`src/rtl/ps2_scancode_receiver_if.sv`:
```
// Read-side bundle between the PS/2 scan-code receiver and the input-select logic.
// The reader is the master; the receiver sits on the slave modport.
interface ps2_scancode_receiver_if #(
    parameter int ADDR_W = 3
) ();
    logic              rd_en;
    logic              clear_err;
    logic [9:0]        rd_data;
    logic              rd_valid;
    logic [ADDR_W:0]   fifo_count;
    logic              overflow;
    logic              parity_err;

    modport master (
        output rd_en, clear_err,
        input  rd_data, rd_valid, fifo_count, overflow, parity_err
    );

    modport slave (
        input  rd_en, clear_err,
        output rd_data, rd_valid, fifo_count, overflow, parity_err
    );
endinterface

```
`src/rtl/ps2_scancode_receiver.sv`:
```
// PS/2 keyboard frame receiver: synchronizes and filters the PS/2 lines, folds E0/F0
// prefixes into flag bits and queues {ext, brk, code} entries in a show-ahead FIFO.
module ps2_scancode_receiver #(
    parameter int FILTER_LEN     = 8,
    parameter int TIMEOUT_CYCLES = 50000,
    parameter int FIFO_DEPTH     = 8,
    parameter int ADDR_W         = 3
) (
    input  logic                   clock,
    input  logic                   reset_n,
    input  logic                   ps2_clk_in,
    input  logic                   ps2_data_in,
    ps2_scancode_receiver_if.slave bus
);
    localparam logic [2:0] S_IDLE   = 3'd0;
    localparam logic [2:0] S_DATA   = 3'd1;
    localparam logic [2:0] S_PARITY = 3'd2;
    localparam logic [2:0] S_STOP   = 3'd3;
    localparam logic [2:0] S_CHECK  = 3'd4;

    localparam int FILT_W = $clog2(FILTER_LEN + 1);
    localparam int TO_W   = $clog2(TIMEOUT_CYCLES + 1);
    localparam logic [FILT_W-1:0] FILT_LAST  = FILT_W'(FILTER_LEN - 1);
    localparam logic [TO_W-1:0]   TO_LAST    = TO_W'(TIMEOUT_CYCLES - 1);
    localparam logic [ADDR_W:0]   FULL_COUNT = (ADDR_W + 1)'(FIFO_DEPTH);

    logic [1:0]        r_clk_sync;
    logic [1:0]        r_dat_sync;
    logic              r_filt_clk;
    logic [FILT_W-1:0] r_filt_cnt;
    logic              w_clk_s;
    logic              w_dat_s;
    logic              w_flip;
    logic              w_fall;

    assign w_clk_s = r_clk_sync[1];
    assign w_dat_s = r_dat_sync[1];
    // The filtered clock flips on the FILTER_LEN-th consecutive differing sample.
    assign w_flip  = (w_clk_s != r_filt_clk) && (r_filt_cnt == FILT_LAST);
    assign w_fall  = w_flip && r_filt_clk;

    always_ff @(posedge clock or negedge reset_n) begin
        if (!reset_n) begin
            r_clk_sync <= 2'b11;
            r_dat_sync <= 2'b11;
            r_filt_clk <= 1'b1;
            r_filt_cnt <= '0;
        end else begin
            r_clk_sync <= {r_clk_sync[0], ps2_clk_in};
            r_dat_sync <= {r_dat_sync[0], ps2_data_in};
            if (w_clk_s == r_filt_clk) begin
                r_filt_cnt <= '0;
            end else if (w_flip) begin
                r_filt_clk <= w_clk_s;
                r_filt_cnt <= '0;
            end else begin
                r_filt_cnt <= r_filt_cnt + 1'b1;
            end
        end
    end

    logic [2:0]      r_state;
    logic [7:0]      r_shift;
    logic [2:0]      r_bit_cnt;
    logic            r_parity;
    logic            r_stop;
    logic [TO_W-1:0] r_to_cnt;
    logic            r_ext_pend;
    logic            r_brk_pend;
    logic            w_check;
    logic            w_frame_ok;
    logic            w_push;

    assign w_check    = (r_state == S_CHECK);
    assign w_frame_ok = r_stop && (^{r_shift, r_parity});
    assign w_push     = w_check && w_frame_ok && (r_shift != 8'hE0) && (r_shift != 8'hF0);

    always_ff @(posedge clock or negedge reset_n) begin
        if (!reset_n) begin
            r_state    <= S_IDLE;
            r_shift    <= '0;
            r_bit_cnt  <= '0;
            r_parity   <= 1'b0;
            r_stop     <= 1'b0;
            r_to_cnt   <= '0;
            r_ext_pend <= 1'b0;
            r_brk_pend <= 1'b0;
        end else begin
            if (r_state == S_IDLE || w_fall) r_to_cnt <= '0;
            else                             r_to_cnt <= r_to_cnt + 1'b1;

            // A stalled frame is dropped silently; pending prefixes survive it.
            if (r_state != S_IDLE && !w_fall && r_to_cnt == TO_LAST) begin
                r_state <= S_IDLE;
            end else begin
                case (r_state)
                    S_IDLE: if (w_fall && !w_dat_s) begin
                        r_state   <= S_DATA;
                        r_bit_cnt <= '0;
                    end
                    S_DATA: if (w_fall) begin
                        r_shift   <= {w_dat_s, r_shift[7:1]};
                        r_bit_cnt <= r_bit_cnt + 1'b1;
                        if (r_bit_cnt == 3'd7) r_state <= S_PARITY;
                    end
                    S_PARITY: if (w_fall) begin
                        r_parity <= w_dat_s;
                        r_state  <= S_STOP;
                    end
                    S_STOP: if (w_fall) begin
                        r_stop  <= w_dat_s;
                        r_state <= S_CHECK;
                    end
                    S_CHECK: begin
                        r_state <= S_IDLE;
                        if (!w_frame_ok || w_push) begin
                            r_ext_pend <= 1'b0;
                            r_brk_pend <= 1'b0;
                        end else if (r_shift == 8'hE0) begin
                            r_ext_pend <= 1'b1;
                        end else begin
                            r_brk_pend <= 1'b1;
                        end
                    end
                    default: r_state <= S_IDLE;
                endcase
            end
        end
    end

    logic [9:0]        r_mem [FIFO_DEPTH];
    logic [ADDR_W-1:0] r_wr_ptr;
    logic [ADDR_W-1:0] r_rd_ptr;
    logic [ADDR_W:0]   r_count;
    logic              r_overflow;
    logic              r_parity_err;
    logic              w_empty;
    logic              w_full;
    logic              w_pop;
    logic              w_wr;

    assign w_empty = (r_count == '0);
    assign w_full  = (r_count == FULL_COUNT);
    assign w_pop   = bus.rd_en && !w_empty;
    assign w_wr    = w_push && (!w_full || w_pop);

    // NOTE: storage has no reset; emptiness is tracked by r_count and rd_data is masked.
    always_ff @(posedge clock) begin
        if (w_wr) r_mem[r_wr_ptr] <= {r_ext_pend, r_brk_pend, r_shift};
    end

    always_ff @(posedge clock or negedge reset_n) begin
        if (!reset_n) begin
            r_wr_ptr     <= '0;
            r_rd_ptr     <= '0;
            r_count      <= '0;
            r_overflow   <= 1'b0;
            r_parity_err <= 1'b0;
        end else begin
            if (w_wr)  r_wr_ptr <= r_wr_ptr + 1'b1;
            if (w_pop) r_rd_ptr <= r_rd_ptr + 1'b1;
            case ({w_wr, w_pop})
                2'b10:   r_count <= r_count + 1'b1;
                2'b01:   r_count <= r_count - 1'b1;
                default: r_count <= r_count;
            endcase
            if (w_push && w_full && !w_pop) r_overflow <= 1'b1;
            else if (bus.clear_err)         r_overflow <= 1'b0;
            if (w_check && !w_frame_ok)     r_parity_err <= 1'b1;
            else if (bus.clear_err)         r_parity_err <= 1'b0;
        end
    end

    assign bus.rd_valid   = !w_empty;
    assign bus.rd_data    = w_empty ? 10'h000 : r_mem[r_rd_ptr];
    assign bus.fifo_count = r_count;
    assign bus.overflow   = r_overflow;
    assign bus.parity_err = r_parity_err;
endmodule

```
`src/flat_wrapper.sv`:
```
// flat-port wrapper written by rule: the top's interface ports become plain ports
module ps2_scancode_receiver_flat 
#(
    parameter int FILTER_LEN     = 8,
    parameter int TIMEOUT_CYCLES = 50000,
    parameter int FIFO_DEPTH     = 8,
    parameter int ADDR_W         = 3
)
  (clock, reset_n, ps2_clk_in, ps2_data_in, bus_rd_en, bus_clear_err, bus_rd_data, bus_rd_valid, bus_fifo_count, bus_overflow, bus_parity_err);
  ps2_scancode_receiver_if #(.ADDR_W(ADDR_W)) bus_i ();
  input  logic clock;
  input  logic reset_n;
  input  logic ps2_clk_in;
  input  logic ps2_data_in;
  input wire logic [$bits(bus_i.rd_en)-1:0] bus_rd_en;
  input wire logic [$bits(bus_i.clear_err)-1:0] bus_clear_err;
  output wire logic [$bits(bus_i.rd_data)-1:0] bus_rd_data;
  output wire logic [$bits(bus_i.rd_valid)-1:0] bus_rd_valid;
  output wire logic [$bits(bus_i.fifo_count)-1:0] bus_fifo_count;
  output wire logic [$bits(bus_i.overflow)-1:0] bus_overflow;
  output wire logic [$bits(bus_i.parity_err)-1:0] bus_parity_err;
  assign bus_i.rd_en = bus_rd_en;
  assign bus_i.clear_err = bus_clear_err;
  assign bus_rd_data = bus_i.rd_data;
  assign bus_rd_valid = bus_i.rd_valid;
  assign bus_fifo_count = bus_i.fifo_count;
  assign bus_overflow = bus_i.overflow;
  assign bus_parity_err = bus_i.parity_err;
  ps2_scancode_receiver #(.FILTER_LEN(FILTER_LEN), .TIMEOUT_CYCLES(TIMEOUT_CYCLES), .FIFO_DEPTH(FIFO_DEPTH), .ADDR_W(ADDR_W)) u_core (.clock(clock), .reset_n(reset_n), .ps2_clk_in(ps2_clk_in), .ps2_data_in(ps2_data_in), .bus(bus_i));
endmodule
```
`config.mk`:
```
export PLATFORM = sky130hd
export DESIGN_NAME = ps2_scancode_receiver_flat
export DESIGN_NICKNAME = d
export VERILOG_FILES = /design/src/rtl/ps2_scancode_receiver_if.sv /design/src/rtl/ps2_scancode_receiver.sv /design/src/flat_wrapper.sv
export SDC_FILE = /design/constraint.sdc
export NUM_CORES = 1
export LEC_CHECK = 0
export ABC_AREA = 0
export CORE_ASPECT_RATIO = 1.2
export CORE_MARGIN = 2
export CORE_UTILIZATION = 45
export DETAILED_ROUTE_END_ITERATION = 10
export GPL_ROUTABILITY_DRIVEN = 0
export PLACE_DENSITY = 0.59
export SLEW_MARGIN = 20
export SYNTH_ARGS = -nofsm -noshare
export SYNTH_HDL_FRONTEND = slang
export SYNTH_SLANG_ARGS = --single-unit
export TNS_END_PERCENT = 100
```
`constraint.sdc`:
```
create_clock -name clock -period 4.85 [get_ports clock]
set_clock_uncertainty 0.15 [all_clocks]
set_input_delay 0.97 -clock clock [delete_from_list [all_inputs] [get_ports clock]]
set_output_delay 0.97 -clock clock [all_outputs]
set_load 0.02 [all_outputs]
```
==> impl_metrics.toml <==
[clock_network]
clk_pin_slew_ps = 60
cts-resized-gates = 0
tritoncts = "yes"
h-tree-depth = 4
cts-root-buf = "clkbuf_16"
cts_setup_buffers = 0
clockBufferDepth = 2
clock_sinks = 135
clock_latency_ps = 410
hold_buffers = 0
cts_buffers = 17

[final_layout]
drive_above_1_share_pct = 21.04
final_common_cell = "edfxtp_1"
post-route-util_pct = 55.04
nNetsFinal = 425
n_antenna_cell = 0
nFillCells = 1005
area_growth_pct = 20.56
final_cell_mix = "80 x edfxtp_1, 50 x dfrtp_1, 31 x nor2_1"
finalNonFillerCells = 587

[pwr]
total_power_mw = 3.194
switching_share_pct = 23.66
p_per_area_mw_per_mm2 = 462.2
irDropWorstVdd_v = 0.0003115
p_int_mw = 2.438
p_comb_share_pct = 12.6
power_switching_uw = 755.8
leakagePower_nw = 2.711
p_clk_share_pct = 44.6
pwr-share-seq_pct = 42.8

[synth]
ys_seq_area_share_pct = 66.03
syn_area_per_cell_um2 = 15.49
syn_inst = 370
ys_warn_count = 0
synth_top_area_share_pct = 41.91
synthFlopType = "edfxtp_1"
yosysUniqueCellTypes = 47
netlist_area_mm2 = 0.005732
syn_nets = 385
synthTopCellsByArea = "edfxtp_1 42%, dfrtp_1 22%, mux4_2 7.9%, xnor2_1 2.6%, mux2_2 2.4%"
netlist.top_cell.by_area = "edfxtp_1"
yosys_register_bits = 135
async_flop_share_pct = 40.74
synth-edff-count = 80

[timing]
max_freq_mhz = 268.0
finalHoldViolCount = 0
slew_headroom_pct = 32.60
slew_viol_final = 0
fin_crit_ps = 3732
finalCritPeriodShare_pct = 76.94
tightest_slew_ps = 1011
setup_tns_ps = 0
finalSetupViolCount = 0
rsz0062_at_grt = "no"
holdWs_ps = 201.7

[drt]
drt_iter0_drc = 139
totalWireLength_um = 10110
vias_per_cell = 5.344
firstDrtPassIters = 4
vias = 3137
wl_per_cell_um = 17.23
drc_errors = 0
ant_nets = 0

[grt]
grt_util_all_layers_pct = 16.75
grt_pass1_vias = 3274
grt_max_degree = 36
grt_overflow_total = 0
antenna_found_initial = 0
grt_pass1_wl_um = 17240

[setup_path]
critPathMaxStageDelay_ps = 1000
path_cells = "mux4_2 > mux2i_1 > nor2_1 > clkdlybuf4s50_1"
worstPathMaxFanout = 22
end_kind = "output pin"
critPathArrivalTime_ps = 2610
required_ps = 3730
crit_slowest_cell = "dfrtp_1"
start_kind = "flop"
critPathKind = "flop to output pin"

[placement]
post-place-cells = 555
portBuffers = 22
hpwl_um = 6649

[floorplanning]
boundaryPins = 23
die_w_um = 107.0
core_region_area_mm2 = 0.01256
initial_core_util_pct = 45.65
rows = 45
die_area_mm2 = 0.01366
fp.dieH_um = 127.6

[outcome]
outcome = "finished clean"

[hold_path]
hold_path.class = "flop to flop"

[job]
maxCapViolCount = 0
-- final cells by class --
class	instances	area [um^2]	share of cell area, %
Sequential cell	135	3785	54.77
Multi-Input combinational cell	211	1922	27.81
Clock buffer	19	432.9	6.265
Timing Repair Buffer	32	290.3	4.201
Clock inverter	13	226.5	3.277
Tap cell	164	205.2	2.969
Inverter	13	48.80	0.7061
-- critical path: cells and delay by family (launching register included) --
family        cells  cell delay [ps]
buf+inv           1              610
simple gates      1              130
mux               2              440
flops             1             1000
-- power by group through the flow --
stage / Combinational [mW] / Clock (mW) / Sequential [mW]
finish: 0.403 / 1.42 / 1.37
detailed placement: 0.414 / 0 / 1.39
global placement: 0.409 / 0 / 1.39
CTS: 0.415 / 1.45 / 1.37
floorplan: 0.316 / 0 / 1.34
global route: 0.449 / 1.51 / 1.38
-- synth_stat cells, types with 9 or more instances --
master / number
edfxtp_1: 80
dfrtp_1: 50
nor2_1: 31
mux4_2: 20
xnor2_1: 17
inv_1: 13
mux2i_1: 13
nand2_1: 13
mux2_2: 12
nor3_1: 10
nand3_1: 9
-- sequential cells by signal, indices dropped and copies added, names as in the netlist, 4 cells and up --
name	cells
u_core.r_to_cnt	16
u_core.r_mem	80
u_core.bus.fifo_count	4
u_core.r_shift	8
u_core.r_filt_cnt	4
-- worst paths after layout --
check	from	to	slack [ps]	depth (start not counted)
min in group asynchronous	reset_n	u_core.r_stop	370	1
max in group asynchronous	reset_n	u_core.r_filt_clk	3330	2
hold reg to reg	u_core.r_dat_sync[0]	u_core.r_dat_sync[1]	200	0
hold / removal	u_core.r_dat_sync[0]	u_core.r_dat_sync[1]	200	0
setup / recovery	u_core.r_rd_ptr[1]	bus_rd_data[2]	1120	4
setup reg to reg	u_core.r_shift[3]	u_core.r_mem[2][4]	1730	6
-- stage by stage --
step	setup slack [ps]	area (um^2)
6_report	1118	6910
2_1_floorplan	1536	5732
5_1_grt	938.2	6910
4_1_cts	1087	6910
3_5_place_dp	1522	6251
3_3_place_gp	1512	6251
-- kinds of logic (layout without fill, tap and decap cells) --
group	Yosys count	count (layout)	synth area share [%]
buffers and inverters	24	77	1.637
adder cells (fa/ha/maj)	9	9	2.096
XOR/XNOR	26	26	4.715
flip-flops	135	135	66.03
AND/OR/NAND/NOR	102	102	9.321
multiplexers	47	47	13.14
AO/OA/AOI/OAI	27	27	3.056
-- layer usage --
metal | part of all wire (%) | GRT usage, % | vias to the layer above
li1 | - | - | 1486
met1 | 45 | 21.84 | 1600
met2 | 51 | 27.10 | 37
met3 | 2.2 | 3.980 | 14
met4 | 1.4 | 6.799 | 0
met5 | 0 | 0 | -
No activity file was read; power rests on OpenSTA's default activity.
